### config.mk
export PLATFORM = sky130hd
export DESIGN_NAME = perf_counter_ctrl
export DESIGN_NICKNAME = d
export VERILOG_FILES = /design/src/rtl/perf_pkg.sv /design/src/rtl/perf_counter.sv /design/src/rtl/perf_counter_ctrl.sv
export SDC_FILE = /design/constraint.sdc
export NUM_CORES = 1
export LEC_CHECK = 0
export CAP_MARGIN = 10
export CORE_ASPECT_RATIO = 0.9
export CORE_MARGIN = 5
export CORE_UTILIZATION = 30
export CTS_CLUSTER_DIAMETER = 30
export DETAILED_ROUTE_END_ITERATION = 8
export PLACE_DENSITY = 0.46
export SKIP_LAST_GASP = 1
export SYNTH_ARGS = -nofsm -noshare
export SYNTH_HDL_FRONTEND = slang
export SYNTH_SLANG_ARGS = --single-unit
### constraint.sdc
create_clock -name i_clk -period 7.1 [get_ports i_clk]
set_clock_uncertainty 0.2 [all_clocks]
set_input_delay 0.71 -clock i_clk [delete_from_list [all_inputs] [get_ports i_clk]]
set_output_delay 0.71 -clock i_clk [all_outputs]
set_load 0.03 [all_outputs]
### src/rtl/perf_pkg.sv
// Shared types for the performance counter controller: command, read-select and FSM encodings.
package perf_pkg;

   typedef enum logic [1:0] {
      CMD_START = 2'b00,
      CMD_STOP  = 2'b01,
      CMD_CLEAR = 2'b10,
      CMD_SNAP  = 2'b11
   } perf_cmd_e;

   typedef enum logic [1:0] {
      SEL_CYCLE   = 2'b00,
      SEL_INSN    = 2'b01,
      SEL_CTRL    = 2'b10,
      SEL_MISPRED = 2'b11
   } perf_sel_e;

   typedef enum logic [1:0] {
      ST_IDLE = 2'b00,
      ST_RUN  = 2'b01,
      ST_SNAP = 2'b10
   } perf_state_e;

   localparam int unsigned NUM_CNT = 4;

endpackage

### src/rtl/perf_counter.sv
// One event counter with a sticky overflow flag; wraps or saturates at all-ones.
module perf_counter #(
   parameter int unsigned CNT_W    = 32,
   parameter bit          SATURATE = 1'b0
) (
   input  logic             i_clk,
   input  logic             i_reset,
   input  logic             i_inc,
   input  logic             i_clr,
   output logic [CNT_W-1:0] o_cnt_nxt,
   output logic             o_ovf
);

   logic [CNT_W-1:0] r_cnt;
   logic [CNT_W-1:0] w_cnt_nxt;
   logic             r_ovf;
   logic             w_ovf_nxt;

   // Clear wins over increment so events in the clear cycle are dropped.
   always_comb begin
      w_cnt_nxt = r_cnt;
      w_ovf_nxt = r_ovf;
      if (i_clr) begin
         w_cnt_nxt = '0;
         w_ovf_nxt = 1'b0;
      end else if (i_inc) begin
         if (&r_cnt) begin
            w_ovf_nxt = 1'b1;
            w_cnt_nxt = SATURATE ? r_cnt : '0;
         end else begin
            w_cnt_nxt = r_cnt + CNT_W'(1);
         end
      end
   end

   always_ff @(posedge i_clk or negedge i_reset) begin
      if (!i_reset) begin
         r_cnt <= '0;
         r_ovf <= 1'b0;
      end else begin
         r_cnt <= w_cnt_nxt;
         r_ovf <= w_ovf_nxt;
      end
   end

   assign o_cnt_nxt = w_cnt_nxt;
   assign o_ovf     = r_ovf;

endmodule

### src/rtl/perf_counter_ctrl.sv
// Run-control FSM, event qualification, snapshot shadows and read port for the
// pipeline performance counters.
module perf_counter_ctrl
   import perf_pkg::*;
#(
   parameter int unsigned CNT_W    = 32,
   parameter bit          SATURATE = 1'b0
) (
   input  logic               i_clk,
   input  logic               i_reset,
   input  logic               i_insn_vld,
   input  logic               i_ctrl,
   input  logic               i_mispred,
   input  logic               i_cmd_vld,
   input  logic [1:0]         i_cmd,
   output logic               o_cmd_rdy,
   input  logic               i_rd_vld,
   input  logic [1:0]         i_rd_sel,
   output logic               o_rd_vld,
   output logic [CNT_W-1:0]   o_rd_data,
   output logic               o_running,
   output logic [NUM_CNT-1:0] o_ovf
);

   perf_state_e r_state;
   perf_state_e w_state_nxt;
   logic        r_snap_from_run;
   logic        w_snap_from_run_nxt;
   perf_cmd_e   w_cmd;
   logic        w_cmd_acc;
   logic        w_clr;
   logic        w_count_en;

   logic [NUM_CNT-1:0]            w_inc;
   logic [NUM_CNT-1:0][CNT_W-1:0] w_cnt_nxt;
   logic [NUM_CNT-1:0][CNT_W-1:0] r_shadow;
   logic                          r_rd_vld;
   logic [CNT_W-1:0]              r_rd_data;

   assign w_cmd     = perf_cmd_e'(i_cmd);
   assign o_cmd_rdy = (r_state != ST_SNAP);
   assign w_cmd_acc = i_cmd_vld & o_cmd_rdy;
   assign w_clr     = w_cmd_acc & (w_cmd == CMD_CLEAR);

   always_comb begin
      w_state_nxt         = r_state;
      w_snap_from_run_nxt = r_snap_from_run;
      unique case (r_state)
         ST_IDLE: begin
            if (w_cmd_acc) begin
               case (w_cmd)
                  CMD_START: w_state_nxt = ST_RUN;
                  CMD_SNAP: begin
                     w_state_nxt         = ST_SNAP;
                     w_snap_from_run_nxt = 1'b0;
                  end
                  default: ;
               endcase
            end
         end
         ST_RUN: begin
            if (w_cmd_acc) begin
               case (w_cmd)
                  CMD_STOP: w_state_nxt = ST_IDLE;
                  CMD_SNAP: begin
                     w_state_nxt         = ST_SNAP;
                     w_snap_from_run_nxt = 1'b1;
                  end
                  default: ;
               endcase
            end
         end
         ST_SNAP: w_state_nxt = r_snap_from_run ? ST_RUN : ST_IDLE;
         default: w_state_nxt = ST_IDLE;
      endcase
   end

   always_ff @(posedge i_clk or negedge i_reset) begin
      if (!i_reset) begin
         r_state         <= ST_IDLE;
         r_snap_from_run <= 1'b0;
      end else begin
         r_state         <= w_state_nxt;
         r_snap_from_run <= w_snap_from_run_nxt;
      end
   end

   assign w_count_en = (r_state == ST_RUN) | ((r_state == ST_SNAP) & r_snap_from_run);
   assign o_running  = w_count_en;

   // Mispredict and ctrl strobes only count when qualified by a retiring instruction.
   assign w_inc[0] = w_count_en;
   assign w_inc[1] = w_count_en & i_insn_vld;
   assign w_inc[2] = w_count_en & i_insn_vld & i_ctrl;
   assign w_inc[3] = w_count_en & i_insn_vld & i_ctrl & i_mispred;

   for (genvar g = 0; g < NUM_CNT; g++) begin : g_cnt
      perf_counter #(
         .CNT_W    (CNT_W),
         .SATURATE (SATURATE)
      ) u_cnt (
         .i_clk     (i_clk),
         .i_reset   (i_reset),
         .i_inc     (w_inc[g]),
         .i_clr     (w_clr),
         .o_cnt_nxt (w_cnt_nxt[g]),
         .o_ovf     (o_ovf[g])
      );
   end

   // Shadows capture the post-increment values so the SNAP cycle itself is included.
   always_ff @(posedge i_clk or negedge i_reset) begin
      if (!i_reset) begin
         r_shadow  <= '0;
         r_rd_vld  <= 1'b0;
         r_rd_data <= '0;
      end else begin
         if (r_state == ST_SNAP) begin
            r_shadow <= w_cnt_nxt;
         end
         r_rd_vld <= i_rd_vld;
         if (i_rd_vld) begin
            r_rd_data <= r_shadow[i_rd_sel];
         end
      end
   end

   assign o_rd_vld  = r_rd_vld;
   assign o_rd_data = r_rd_data;

endmodule
==> results.md <==
| Step | Parameter | Value |
|---|---|---|
| worst setup path | Startpoint of the worst setup timing path | r_state[0] |
| global routing | Initial antenna violation count | 2 |
| worst setup path | Worst R2R Setup Slack | 3.92 ns |
| drt | Total Wirelength | 38700 microns |
| global routing | GR Overflow Total | 0 |
| worst setup path | Kind of end point of the critical path | output port |
| timing | Normalized max-slew margin | 31.0% |
| clock tree | H-tree Lvls | 3 |
| layout | Ant. Diodes | 0 |
| drt | Pre-antenna DRT Iters | 4 |
| drt | Routed length on met1 | 19100 microns |
| floorplan | Floorplan die area | 0.0496 sq mm |
| layout | Fraction of layout instances using a drive strength above 1 | 16.1% |
| worst setup path | Required time at the worst-slack endpoint | 6.19 ns |
| drt | Highest routing layer actually used | met4 |
| synthesis | Fraction of registers with async set or reset after synthesis | 100% |
| worst setup path | Slowest CP cell | clkdlybuf4s50_1 |
| worst setup path | Reg-to-reg endpoint | g_cnt[2].u_cnt.r_cnt[9] |
| timing | Transition time at the pin with the least slew margin | 1.03 ns |
| power and ir drop | Leakage power | 7.52 nW |
| drt | Avg WL per Cell | 19.1 microns |
| synthesis | Instance count of the mapped netlist | 1285 |
| layout | Final core utilization | 38.7% |
| layout | Layout-stage area growth over the synthesis result | 28.5% |
| clock tree | Clock-pin slew on the worst setup and hold paths | 0.04 ns |
| power and ir drop | Net switching power figure | 1.38 mW |
| floorplan | Placeable Area | 0.0451 sq mm |
| power and ir drop | Part of the power in registers | 32.1% |
| timing | Hold slack final | 0.271 ns |
| place | Post-DP HPWL | 26400 microns |
| power and ir drop | Internal Pwr Total | 4.60 mW |
| drt | Met2 Wirelength | 17000 microns |
| global routing | Via count of the first global-routing pass | 10300 |
| power and ir drop | Maximum ir drop on the vdd rail | 0.142 mV |
| power and ir drop | Total chip power | 5.98 mW |
| layout | Commonest cells after routing, fill and taps aside | dfrtp_1 (296), nand2_1 (179), nor2_1 (157) |
| global routing | Maximum number of pins on one net before global-route repair | 169 |
| floorplan | Boundary Pins | 50 |
| synthesis | Post-Synthesis Net Count | 1300 |
| power and ir drop | Power share of the clock group | 61.1% |
| worst hold path | HP Start | r_shadow[61] |
| global routing | Global-route wire length before repair | 61300 microns |
| timing | Period utilization | 53.4% |
| clock tree | CTS tree | yes |
| power and ir drop | Fraction of power spent switching nets | 23.1% |
| timing | Final setup TNS | 0 ns |
| clock tree | Source-to-sink clock delay at the later pin of the worst-skew pair | 0.58 ns |
| worst setup path | Ordered cell list for the critical path | nor2b_1 -> nor2_1 -> inv_1 -> clkdlybuf4s50_1 |
| synthesis | Post-synth cell types | 61 |
| worst hold path | Path class of the lowest-slack min-delay path | flip-flop to flip-flop |
| synthesis | EDFF count, synth | 0 |
| drt | Antenna-violating nets left | 0 |
| worst setup path | Number of cells on the critical path | 4 |
| drt | Metal3 WL | 1520 microns |
| timing | RSZ-0062 raised after global routing | no |
| clock tree | Root buffer selected by CTS | clkbuf_16 |
| worst setup path | Buffers plus inverters on the worst setup path | 2 |
| worst setup path | Top delay family on crit path | simple AND/OR/NAND/NOR gates |
| worst hold path | Cell depth of the worst min-delay path | 2 |
| worst setup path | Register-to-Register Path Depth | 5 |
| timing | Hold Fails Final Rpt | 0 |
| timing | Setup violation total in the final timing report | 0 |
| worst setup path | End point of the critical path | o_running |
| synthesis | Average size of a mapped cell | 10.6 sq um |
| drt | Number of violations reported at the end of detailed-routing iteration 0 | 570 |
| worst setup path | Peak fanout along the critical path | 7 |
| clock tree | Clock sink total | 296 |
| drt | Total number of vias | 9893 |
| worst setup path | Startpoint Class | flip-flop |
| worst setup path | Delay of the slowest cell on the worst path | 0.70 ns |
| timing | Final Max Slew Viols | 0 |
| layout | Most common library cell in the layout ignoring fill and taps | dfrtp_1 |
| timing | Timing-limited maximum frequency | 264 MHz |
| synthesis | Number of synthesized register bits | 296 |
| synthesis | Warning count from the yosys run | 0 |
| status | Status | finished, final reports clean |
| worst setup path | Arrival time at the worst endpoint | 2.88 ns |
| floorplan | Die Y-Extent | 212 microns |
| synthesis | Cell area after synthesis | 0.0136 sq mm |
| synthesis | Sequential-to-total area share from yosys stat | 54.6% |
| clock tree | Max Buffers Root-to-Sink | 3 |
| place | Global placer's final weighted congestion | 0.813 |
| drt | Via density | 4.88 |
| power and ir drop | Combinational share of power | 6.8% |
| floorplan | Die width | 234 microns |
| run | Number of maximum-capacitance violations | 0 |
| floorplan | Number of placement rows | 74 |
| layout | NumNets Final | 1377 |
| worst setup path | WS Path Type | flip-flop to output port |
| timing | Post-route minimum period | 3.79 ns |
| worst setup path | Origin of the critical flop-to-flop path | r_state[0] |
| synthesis | Leading register cell type out of synthesis | dfrtp_1 |
| drt | DRC errors left | 0 |
| clock tree | Number of buffers added by the clock tree synthesis step | 77 |
| floorplan | Initial Util | 30.1% |
| power and ir drop | Cell area power density | 343 mW/mm^2 |
| global routing | Aggregate global-route resource usage | 16.0% |
| place | PortBufs | 49 |
stage by stage:
step,cells,setup WS (ns),instance area (sq um)
final,2028,3.31,17400
after global routing,2028,3.14,17400
after CTS,2028,3.27,17400
after floorplan,1285,4.50,13600
after global placement,1890,3.67,14700
after detailed placement,1890,3.57,14700
routing by layer:
layer	up-vias	track usage [%]
met5	-	0
met4	0	4.94
met3	75	3.93
met2	164	23.7
met1	4948	23.4
li1	4706	-
registers in the layout, indices dropped and copies added (netlist names):
name and count:
g_cnt.u_cnt.o_ovf 4, g_cnt.u_cnt.r_cnt 128, o_rd_data 32, o_rd_vld 1
r_shadow 128, r_snap_from_run 1, r_state 2
worst min-delay path by stage:
| stage | slack, ns | end |
|---|---|---|
| 3_5_place_dp | 0.27 | r_shadow[109] |
| 5_1_grt | 0.29 | r_shadow[109] |
| 3_3_place_gp | 0.26 | r_shadow[105] |
| 6_report | 0.27 | r_shadow[61] |
| 4_1_cts | 0.28 | r_shadow[110] |
| 2_1_floorplan | 0.21 | g_cnt[0].u_cnt.o_ovf |
kinds of logic (layout without fill, tap and decap cells):
group | after synthesis | in the layout | share of synthesized area (%)
buffers and inverters | 81 | 216 | 2.81
AO/OA/AOI/OAI | 172 | 172 | 7.33
multiplexers | 68 | 68 | 8.27
XOR/XNOR | 118 | 118 | 7.62
flip-flops | 296 | 296 | 54.6
AND/OR/NAND/NOR | 546 | 546 | 19.0
adder cells (fa/ha/maj) | 4 | 4 | 0.369
synthesized netlist by cell type (3+ instances only):
cell / count / area [sq um]
xor2_1: 71 / 622
o21a_1: 4 / 30.0
nor4_1: 21 / 131
ha_1: 4 / 50.1
dfrtp_1: 296 / 7410
nand3b_1: 3 / 22.5
nand4_1: 54 / 338
nand3_1: 53 / 265
clkbuf_1: 55 / 206
a31oi_1: 6 / 37.5
buf_4: 4 / 30.0
nor2_1: 157 / 589
mux4_2: 32 / 721
or4_1: 4 / 30.0
buf_6: 3 / 33.8
and3_1: 16 / 100
and4_1: 12 / 105
nand4b_1: 3 / 26.3
o21ai_1: 3 / 15.0
nand2_1: 179 / 672
mux2_2: 33 / 372
xnor2_1: 47 / 412
inv_1: 11 / 41.3
nor3_1: 18 / 90.1
or3_1: 6 / 37.5
o21ai_0: 114 / 571
a21oi_1: 10 / 50.1
a2111oi_0: 3 / 26.3
o211ai_1: 3 / 22.5
nor2b_1: 4 / 25.0
and2_1: 3 / 18.8
mux2i_1: 3 / 30.0
o31ai_1: 14 / 105
buf_1: 4 / 15.0
power by group through the flow:
stage | Sequential (mW) | Clock (mW) | Combinational, mW
CTS | 1.92 | 3.73 | 0.414
detailed placement | 1.94 | 0 | 0.412
floorplan | 1.94 | 0 | 0.209
global placement | 1.94 | 0 | 0.407
finish | 1.92 | 3.66 | 0.404
global route | 1.93 | 3.83 | 0.453
worst reg2reg max path, stage by stage (launching register included):
cell	delay (ns)
dfrtp_1	0.43
nor2b_1	0.60
o2111a_1	0.63
nand4_1	0.19
nand2_1	0.80
nor2_1	0.15
final cells by class:
| class | instances | area, sq um |
|---|---|---|
| Clock buffer | 107 | 2250 |
| Clock inverter | 30 | 500 |
| Fill cell | 4420 | 27700 |
| Inverter | 12 | 50.0 |
| Multi-Input combinational cell | 908 | 5820 |
| Sequential cell | 296 | 7410 |
| Tap cell | 608 | 761 |
| Timing Repair Buffer | 67 | 631 |
repair_timing:
action	CTS	global route
hold endpoints to repair	61	0
resized for setup	0	0
hold buffers	1	0
buffers inserted	0	0
Note: power is estimated with default switching activity, not from simulation.
